File: src/rtl/ps2_kbd_cmd_ctrl.sv
// ps2_kbd_cmd_ctrl
// Host-side PS/2 command sequencer for the keyboard link.
//   - Drives the open-drain clock/data pulls and serialises command bytes
//     (inhibit, request-to-send, 8 data bits LSB first, odd parity, stop, ACK).
//   - Consumes device responses (FA/FE/AA/FC) from the external byte receiver
//     and asserts rx_owned while doing so, so the key translator ignores them.
//   - Runs the keyboard reset/self-test (FF) sequence automatically after RST.
// Optional build macro: LED_MIRROR_EN adds led_state[2:0] and self-issues
//   ED + {5'b0, led_state} whenever the LED state changes while idle.
// Ports:
//   CLK, RST            100 MHz clock, asynchronous active-high reset
//   ps2c_in, ps2d_in    PS/2 pin states
//   ps2c_oe, ps2d_oe    1 = pull the PS/2 clock / data line low
//   rx_byte, rx_valid   byte strobe from the PS/2 receiver
//   cmd_req, cmd_byte,
//   has_arg, arg_byte   command request (level, sampled only when idle)
//   busy, done, err     status; done/err are one-cycle pulses
//   init_ok             keyboard passed self-test (AA seen)
//   rx_owned            controller is consuming receiver bytes
module ps2_kbd_cmd_ctrl #(
    parameter int INHIBIT_CYC      = 12000,
    parameter int TX_TIMEOUT_CYC   = 200000,
    parameter int RESP_TIMEOUT_CYC = 2000000,
    parameter int BAT_TIMEOUT_CYC  = 75000000,
    parameter int MAX_RETRY        = 3
) (
    input  logic       CLK,
    input  logic       RST,
    input  logic       ps2c_in,
    input  logic       ps2d_in,
    output logic       ps2c_oe,
    output logic       ps2d_oe,
    input  logic [7:0] rx_byte,
    input  logic       rx_valid,
    input  logic       cmd_req,
    input  logic [7:0] cmd_byte,
    input  logic       has_arg,
    input  logic [7:0] arg_byte,
`ifdef LED_MIRROR_EN
    input  logic [2:0] led_state,
`endif
    output logic       busy,
    output logic       done,
    output logic       err,
    output logic       init_ok,
    output logic       rx_owned
);

    localparam int TW = 27;
    localparam int RW = $clog2(MAX_RETRY + 2);
    localparam logic [TW-1:0] INH_LAST  = TW'(INHIBIT_CYC - 1);
    localparam logic [TW-1:0] TX_LAST   = TW'(TX_TIMEOUT_CYC - 1);
    localparam logic [TW-1:0] RESP_LAST = TW'(RESP_TIMEOUT_CYC - 1);
    localparam logic [TW-1:0] BAT_LAST  = TW'(BAT_TIMEOUT_CYC - 1);
    localparam logic [RW-1:0] RETRY_MAX = RW'(MAX_RETRY);

    typedef enum logic [3:0] {
        S_INIT_LOAD, S_IDLE, S_INHIBIT, S_RTS, S_TX_BITS,
        S_TX_ACK, S_WAIT_RESP, S_WAIT_BAT, S_DONE, S_ERR
    } state_e;

    state_e          state_q, state_d;
    logic [1:0]      c_sync_q, c_sync_d;
    logic [1:0]      d_sync_q, d_sync_d;
    logic [7:0]      flt_q, flt_d;
    logic            filt_q, filt_d;
    logic [TW-1:0]   tmr_q, tmr_d;
    logic [3:0]      bit_cnt_q, bit_cnt_d;
    logic [RW-1:0]   retry_q, retry_d;
    logic [7:0]      cmd_q, cmd_d;
    logic [7:0]      arg_q, arg_d;
    logic [7:0]      cur_q, cur_d;
    logic            has_arg_q, has_arg_d;
    logic            arg_sent_q, arg_sent_d;
    logic            ps2c_oe_q, ps2c_oe_d;
    logic            ps2d_oe_q, ps2d_oe_d;
    logic            busy_q, busy_d;
    logic            done_q, done_d;
    logic            err_q, err_d;
    logic            init_ok_q, init_ok_d;
    logic            rx_owned_q, rx_owned_d;
    logic            fall;
    logic            retry_event;
`ifdef LED_MIRROR_EN
    logic [2:0]      led_q, led_d;
    logic            led_auto_q, led_auto_d;
`endif

    // NOTE: every variable written here gets a default at the top so no
    // path through the case statement can leave one unassigned (latch).
    always_comb begin
        state_d     = state_q;
        c_sync_d    = {c_sync_q[0], ps2c_in};
        d_sync_d    = {d_sync_q[0], ps2d_in};
        flt_d       = {flt_q[6:0], c_sync_q[1]};
        tmr_d       = tmr_q + TW'(1);
        bit_cnt_d   = bit_cnt_q;
        retry_d     = retry_q;
        cmd_d       = cmd_q;
        arg_d       = arg_q;
        cur_d       = cur_q;
        has_arg_d   = has_arg_q;
        arg_sent_d  = arg_sent_q;
        ps2d_oe_d   = ps2d_oe_q;
        init_ok_d   = init_ok_q;
        retry_event = 1'b0;
`ifdef LED_MIRROR_EN
        led_d       = led_q;
        led_auto_d  = led_auto_q;
`endif

        // Filtered clock level only moves once 8 consecutive samples agree.
        if (flt_q == 8'hFF) begin
            filt_d = 1'b1;
        end else if (flt_q == 8'h00) begin
            filt_d = 1'b0;
        end else begin
            filt_d = filt_q;
        end
        fall = filt_q & ~filt_d;

        case (state_q)
            S_INIT_LOAD: begin
                cmd_d      = 8'hFF;
                cur_d      = 8'hFF;
                has_arg_d  = 1'b0;
                arg_sent_d = 1'b0;
                retry_d    = '0;
                state_d    = S_INHIBIT;
            end
            S_IDLE: begin
                if (cmd_req) begin
                    cmd_d      = cmd_byte;
                    cur_d      = cmd_byte;
                    has_arg_d  = has_arg;
                    arg_d      = arg_byte;
                    arg_sent_d = 1'b0;
                    retry_d    = '0;
                    state_d    = S_INHIBIT;
                    if (cmd_byte == 8'hFF) init_ok_d = 1'b0;
`ifdef LED_MIRROR_EN
                    led_auto_d = 1'b0;
`endif
                end
`ifdef LED_MIRROR_EN
                else if (init_ok_q && (led_state != led_q)) begin
                    cmd_d      = 8'hED;
                    cur_d      = 8'hED;
                    has_arg_d  = 1'b1;
                    arg_d      = {5'b0, led_state};
                    arg_sent_d = 1'b0;
                    retry_d    = '0;
                    led_auto_d = 1'b1;
                    state_d    = S_INHIBIT;
                end
`endif
            end
            S_INHIBIT: begin
                if (tmr_q == INH_LAST) state_d = S_RTS;
            end
            S_RTS: begin
                bit_cnt_d = '0;
                state_d   = S_TX_BITS;
            end
            S_TX_BITS: begin
                // A fall takes precedence over a timeout expiring in the same cycle.
                if (fall) begin
                    bit_cnt_d = bit_cnt_q + 4'd1;
                    if (bit_cnt_q < 4'd8) begin
                        ps2d_oe_d = ~cur_q[bit_cnt_q[2:0]];
                    end else if (bit_cnt_q == 4'd8) begin
                        ps2d_oe_d = ^cur_q;          // pull low when odd parity bit is 0
                    end else begin
                        ps2d_oe_d = 1'b0;            // stop bit: line released
                        state_d   = S_TX_ACK;
                    end
                end else if (tmr_q == TX_LAST) begin
                    retry_event = 1'b1;
                end
            end
            S_TX_ACK: begin
                if (fall) begin
                    if (!d_sync_q[1]) state_d = S_WAIT_RESP;
                    else              retry_event = 1'b1;
                end else if (tmr_q == TX_LAST) begin
                    retry_event = 1'b1;
                end
            end
            S_WAIT_RESP: begin
                if (rx_valid) begin
                    if (rx_byte == 8'hFA) begin
                        if (has_arg_q && !arg_sent_q) begin
                            cur_d      = arg_q;
                            arg_sent_d = 1'b1;
                            retry_d    = '0;
                            state_d    = S_INHIBIT;
                        end else if (cmd_q == 8'hFF) begin
                            state_d = S_WAIT_BAT;
                        end else begin
                            state_d = S_DONE;
                        end
                    end else if (rx_byte == 8'hFE) begin
                        retry_event = 1'b1;
                    end
                end else if (tmr_q == RESP_LAST) begin
                    retry_event = 1'b1;
                end
            end
            S_WAIT_BAT: begin
                if (rx_valid) begin
                    if (rx_byte == 8'hAA) begin
                        init_ok_d = 1'b1;
                        state_d   = S_DONE;
                    end else if (rx_byte == 8'hFC) begin
                        init_ok_d = 1'b0;
                        state_d   = S_ERR;
                    end
                end else if (tmr_q == BAT_LAST) begin
                    init_ok_d = 1'b0;
                    state_d   = S_ERR;
                end
            end
            S_DONE, S_ERR: state_d = S_IDLE;
            default:       state_d = S_INIT_LOAD;
        endcase

        // FE, NACK and timeouts all resend the byte currently in cur_q.
        if (retry_event) begin
            if (retry_q < RETRY_MAX) begin
                retry_d = retry_q + RW'(1);
                state_d = S_INHIBIT;
            end else begin
                state_d = S_ERR;
            end
        end

        // The inhibit window is timed from entry only: our own clock pull
        // produces a filtered fall there, which must not restart the count.
        if ((state_d != state_q) ||
            (fall && ((state_q == S_TX_BITS) || (state_q == S_TX_ACK)))) begin
            tmr_d = '0;
        end

        if (state_d == S_RTS)          ps2d_oe_d = 1'b1;
        else if (state_d != S_TX_BITS) ps2d_oe_d = 1'b0;

        ps2c_oe_d  = (state_d == S_INHIBIT);
        busy_d     = !(state_d inside {S_IDLE, S_DONE, S_ERR});
        rx_owned_d = (state_d inside {S_WAIT_RESP, S_WAIT_BAT});
        done_d     = (state_d == S_DONE);
        err_d      = (state_d == S_ERR);

`ifdef LED_MIRROR_EN
        if ((state_d == S_DONE) && led_auto_q) led_d = arg_q[2:0];
`endif
    end

    // NOTE: state flops use non-blocking assignments so every flop samples
    // the pre-edge value of its neighbours, independent of statement order.
    always_ff @(posedge CLK or posedge RST) begin
        if (RST) begin
            state_q    <= S_INIT_LOAD;
            c_sync_q   <= 2'b11;
            d_sync_q   <= 2'b11;
            flt_q      <= 8'hFF;
            filt_q     <= 1'b1;
            tmr_q      <= '0;
            bit_cnt_q  <= '0;
            retry_q    <= '0;
            cmd_q      <= 8'hFF;
            arg_q      <= '0;
            cur_q      <= 8'hFF;
            has_arg_q  <= 1'b0;
            arg_sent_q <= 1'b0;
            ps2c_oe_q  <= 1'b0;
            ps2d_oe_q  <= 1'b0;
            busy_q     <= 1'b1;
            done_q     <= 1'b0;
            err_q      <= 1'b0;
            init_ok_q  <= 1'b0;
            rx_owned_q <= 1'b0;
`ifdef LED_MIRROR_EN
            led_q      <= 3'b000;
            led_auto_q <= 1'b0;
`endif
        end else begin
            state_q    <= state_d;
            c_sync_q   <= c_sync_d;
            d_sync_q   <= d_sync_d;
            flt_q      <= flt_d;
            filt_q     <= filt_d;
            tmr_q      <= tmr_d;
            bit_cnt_q  <= bit_cnt_d;
            retry_q    <= retry_d;
            cmd_q      <= cmd_d;
            arg_q      <= arg_d;
            cur_q      <= cur_d;
            has_arg_q  <= has_arg_d;
            arg_sent_q <= arg_sent_d;
            ps2c_oe_q  <= ps2c_oe_d;
            ps2d_oe_q  <= ps2d_oe_d;
            busy_q     <= busy_d;
            done_q     <= done_d;
            err_q      <= err_d;
            init_ok_q  <= init_ok_d;
            rx_owned_q <= rx_owned_d;
`ifdef LED_MIRROR_EN
            led_q      <= led_d;
            led_auto_q <= led_auto_d;
`endif
        end
    end

    assign ps2c_oe  = ps2c_oe_q;
    assign ps2d_oe  = ps2d_oe_q;
    assign busy     = busy_q;
    assign done     = done_q;
    assign err      = err_q;
    assign init_ok  = init_ok_q;
    assign rx_owned = rx_owned_q;

endmodule

File: config.mk
export PLATFORM = sky130hd
export DESIGN_NAME = ps2_kbd_cmd_ctrl
export DESIGN_NICKNAME = d
export VERILOG_FILES = /design/src/rtl/ps2_kbd_cmd_ctrl.sv
export SDC_FILE = /design/constraint.sdc
export NUM_CORES = 1
export LEC_CHECK = 0
export ABC_AREA = 1
export CORE_MARGIN = 2
export CORE_UTILIZATION = 42
export CTS_CLUSTER_SIZE = 20
export DETAILED_ROUTE_END_ITERATION = 8
export SYNTH_ARGS = -nofsm -noshare
export SYNTH_HDL_FRONTEND = slang
export SYNTH_SLANG_ARGS = --single-unit
export TNS_END_PERCENT = 1
File: constraint.sdc
create_clock -name CLK -period 6.8 [get_ports CLK]
set_clock_uncertainty 0.2 [all_clocks]
set_input_delay 2.04 -clock CLK [delete_from_list [all_inputs] [get_ports CLK]]
set_output_delay 2.04 -clock CLK [all_outputs]
set_load 0.005 [all_outputs]
* Word level (Yosys, flattened, before mapping)
Cells that the tools add are included.
Storage, ports and cells: register bits after elaboration 84, bits in latches 0, memory bits (writable) 0, memory bits (read-only) 0, output and inout bits 7, logic and storage cells 158, memories 0
Operators by class: add/sub/neg operators 3, multiply operators 0, div/mod/pow operators 0, $lt $le $gt $ge 3, equality and inequality tests 38, shift-type cells 0, muxes and demuxes 67, bitwise gates (word level) 3, reduce and logical (&&, ||, !) cells 24
Operator list (count):
- $mux 4 | 18
- $eq 8x8->1 const B | 7
- $pmux 4 s9 | 1
- $mux 8 | 4
- $mux 1 | 28
- $add 27x1->27 const B | 1
- $eq 27x14->1 const B | 1
- $eq 27x18->1 const B | 1
- $eq 27x21->1 const B | 1
- $eq 27x27->1 const B | 1
- $mux 27 | 1
- $eq 4x3->1 const B | 6
- $pmux 8 s3 | 1
- $eq 4x4->1 const B | 5
- $mux 3 | 6
- $eq 4x2->1 const B | 4
- $pmux 8 s2 | 1
- $ne 2x2->1 const B | 6
- $reduce_bool 3->1 | 4
- $reduce_and 5->1 | 2
- $pmux 3 s3 | 1
- $eq 4x1->1 const B | 2
- $logic_not 8->1 | 1
- $pmux 4 s2 | 1
- 22 further kinds | 34

* Logic depth before layout (Yosys ltp)
word-level depth 11, gate-level depth with buffers 18

* Least setup slack after synthesis
No wires, ideal clock.
path type input to register, start input port rx_byte[7], end register tmr_q[21], setup time 124 ps, arrival 3355 ps, slack 3120 ps, cell stages on the path 14, buffers on the path 1, path through nand2_1 nor2_1 nand2_1 a21oi_1 nand2_1 nand2_4 inv_2 nand2_2 nand2_2 nor2_1 nor2_2 nand2_4 buf_8 nor2_4
Between the ends: longest elaborated chain between the ends 9, elaborated cells on any way between the ends 18, classes of those cells 5 x eq/ne; 12 x mux; 1 x reduce/logical
RTL lines:
- from (decl) | line 33 | input logic [7:0] rx_byte,
- $eq 8x8->1, on equally long branches | line 214, 202
- $mux 4 / $mux 1 (equally long branches) | line 214, 202
- $mux 4 / $mux 1 (equally long branches) | line 211, 191
- $mux 4 / $mux 1 (equally long branches) | line 210, 190
- $pmux 4 s9 / $pmux 1 s3 (equally long branches) | line 122 | case (state_q)
- $mux 4 (*) | line 228 | if (retry_event) begin
- $ne 4x4->1 (*) | line 239 | if ((state_d != state_q) ||
- $logic_or 1x1->1 (*) | line 239
- $mux 27 (*) | line 239
- net tmr_d[21] | line 67 | logic [TW-1:0] tmr_q, tmr_d;
- to (signal assigned) | line 292 | tmr_q <= tmr_d;
- to (decl) | line 67
Mark *: on every way through the listed nets, which the timed path passes. The rest lies on a longest branch. A chain may end at the register's enable or synchronous reset.

* Final worst setup path
start input port rx_byte[7], end register tmr_q[26]
The elaborated chain is that of the path after synthesis.

==> impl_results.md <==
* Run status: finished, final reports clean
* Synth Register Bits at between 80 and 90
* Initial Util at 0.431
* Crit share post-route at 0.643
* Largest family of logic cells by synthesized area: simple AND/OR/NAND/NOR gates
* Xor-xnor portion of the synthesized cell area at 0.0597
* CTS tree: yes
* # IOs at 38
* H-tree depth at 3
* Initial DRC count at 174
* Pleak at 2.32 nW
* Ant diodes at 0
* Int Power at ~1 mW
* Layout cells sized above 1 at 0.165
* Worst hold path type: flip-flop to flip-flop
* Max cap viols at 0
* Min-Delay Endpoint: d_sync_q[1]
* Cts repair resizes at 0
* Site row count at 38
* Compound-Gate Fraction of Synth Area at 0.0635
* Total CTS buffers at 9
* Placed Cells at roughly 750
* Worst-path maximum fanout at 27
* Initial antenna violation count at 0
* Crit path DAT at 4380 ps
* Synth Net Count at 610
* Min Tclk post-route at roughly 4400 ps
* Area of the die at between 10000 and 15000 um2
* Max stage delay on crit path at 500 ps
* Hold depth at 0
* Commonest non-fill, non-tap cell in the layout: nand2_1
* Setup Fix Bufs, Post-CTS at 0
* Hold Fails Final Rpt at 0
* Kind of critical path: primary input to flip-flop
* Comb pwr share at 0.377
* Worst-margin pin slew at 860 ps
* WL/cell at about 13 um
* Relative slew margins at 0.423
* Detail Route Antenna Nets at 0
* Cells on worst reg2reg path at 7
* Simple logic cell fraction of the synthesized area at 0.341
* RR Startpoint: state_q[2]
* Gr usage total at 0.185
* Sink Count at 84
* Via density at 4.86
* Clock root cell: clkbuf_8
* CORE AREA at 10900 um2
* Sequential power share at 0.406
* Synth unique cells at 31
* Placer Congestion at 0.842
* Synth Area in Adders at 0.0107
* Setup tns final at 0 ps
* Post-route insts no fill at 763
* CP Capture Type: flip-flop
* Drt total wl at 10000 um
* Vias in the first global route at around 3.6k
* Crit path max-delay cell type: nand2_4
* VDD IR max at 0.237 mV
* Synthesized area at 4690 um2
* Chip width at 110 um
* Mux cell area share after synthesis at 0
* Hpwl dp at 7540 um
* Synth Area per Inst at 8.16 um2
* Clock network power share at 0.218
* R2r endpoint: has_arg_q
* WP data required at 6810 ps
* Number of I/O port buffers at 37
* First-pass GRT wire length at 17400 um
* CTS Hold Bufs at 0
* Final setup viols at 0
* Fillers at between 1k and 1.5k
* DRT Pass-1 Iters at 4
* Reg2Reg Setup Slack at approximately 4000 ps
* Die height at around 110 um
* Max clock buf depth at 2
* Net Switching at 0.680 mW
* FMAX at 229 MHz
* Largest net degree at the start of global routing at 46
* CP startpoint kind: primary input
* Crit path cell chain: clkdlybuf4s50_1, nand2_1, nor2_1, nand2_1, nor2_1, nand3b_1, nand4_1, nor2_1, nand2_2, nand2_2, nor2_1, nor2_2, nand2_4, nor2_1
* PD cells at between 300 and 400 nW/um2
* Vias at 3706
* Clk slew on worst S/H paths at ~80 ps
* Final Max Tran Viols at 0
* P&R area growth vs syn at 15.0%
* Layout net count at 653
* Worst-Skew Late Latency at 350 ps
* Top cell by count, worst path: nor2_1
* Hold Path Origin: d_sync_q[0]
* Post-Syn Instances at 575
* Most frequent cells in the layout: nand2_1, nor2_1, inv_1
* Yosys warns at 0
* Grt ovf at 0
* Register area share after synthesis at 0.456
* RSZ-0062 raised after global routing: no
* Remaining DRCs at 0
* Switching share of total power at 0.405
## critical path, delay by kind of cell
kind | cells | cell delay (ps)
and+or+nand+nor | 13 | 1860
buffers and inverters | 1 | 450
## how the worst max path moves through the flow
stage               slack (ps)        end  startpoint  cells past startpoint
global route              2190  tmr_q[26]  rx_byte[7]                     14
finish                    2430  tmr_q[26]  rx_byte[7]                     14
floorplan                 2440   arg_q[0]         RST                      1
CTS                       2460   tmr_q[0]  rx_byte[0]                     15
detailed placement        2080   tmr_q[3]  rx_byte[5]                     14
global placement          2140  tmr_q[26]  rx_byte[1]                     14
## Yosys cell counts (all sizes together)
cell / count / area (um2)
a21oi: 12 / 60.1
a2bb2oi: 3 / 26.3
a32o: 1 / 10.0
buf: 3 / 41.3
clkbuf: 3 / 11.3
clkinv: 2 / 7.51
dfrtp: 54 / 1350
dfstp: 30 / 788
ha: 4 / 50.1
inv: 70 / 263
nand2: 162 / 671
nand3: 33 / 165
nand3b: 4 / 30.0
nand4: 12 / 75.1
nor2: 100 / 553
nor3: 12 / 75.1
nor4: 4 / 31.3
o211ai: 3 / 22.5
o21a: 2 / 15.0
o21ai: 24 / 120
o22a: 5 / 43.8
xnor2: 7 / 61.3
xor2: 25 / 219
## per-layer routing
metal | global-route usage | vias to the layer above | part of all wire
li1 | - | 1900 | -
met1 | 0.260 | 1757 | 0.49
met2 | 0.299 | 47 | 0.48
met3 | 0.0344 | 2 | 0.024
met4 | 0.0407 | 0 | 0.0037
met5 | 0 | - | 0
## per-stage QoR
stage	power, mW	hold slack, ps	utilization	cell area (um2)	setup slack, ps
5_1_grt	1.81	169	0.496	5400	2190
4_1_cts	1.70	162	0.496	5400	2460
3_3_place_gp	1.32	148	0.477	5190	2140
2_1_floorplan	1.22	145	-	4690	2440
6_report	1.68	159	0.496	5400	2430
3_5_place_dp	1.33	149	0.477	5190	2080
## registers in the layout, summed over array words and instances, names as in the netlist, 3 cells and up
register and flops:
flt_q 8, arg_q 8, bit_cnt_q 4, cur_q 8
cmd_q 8, state_q 4, retry_q 3, tmr_q 27
## area by class of cell
class | count | area, um2 | share of cell area
clock buffer | 11 | 141 | 0.0262
clock inverter | 5 | 61.3 | 0.0114
inverter | 72 | 272 | 0.0503
multi-input combinational | 413 | 2230 | 0.413
sequential | 84 | 2140 | 0.397
tap | 140 | 175 | 0.0325
timing repair buffer | 38 | 378 | 0.0700
## power by group through the flow
stage	registers [mW]	logic, mW	clock network, mW
3_3_place_gp	0.688	0.632	0
2_1_floorplan	0.671	0.553	0
5_1_grt	0.693	0.714	0.407
4_1_cts	0.681	0.642	0.381
6_report	0.681	0.633	0.365
3_5_place_dp	0.690	0.641	0
## kinds of logic after synthesis
| kind of cell | count (synthesis) |
|---|---|
| and+or+nand+nor | 327 |
| DFF | 84 |
| buffers and inverters | 78 |
| AOI/OAI and AO/OA | 50 |
| xor gates and xnor gates | 32 |
| adders and majority gates | 4 |
No activity file was read; power rests on OpenSTA's default activity.
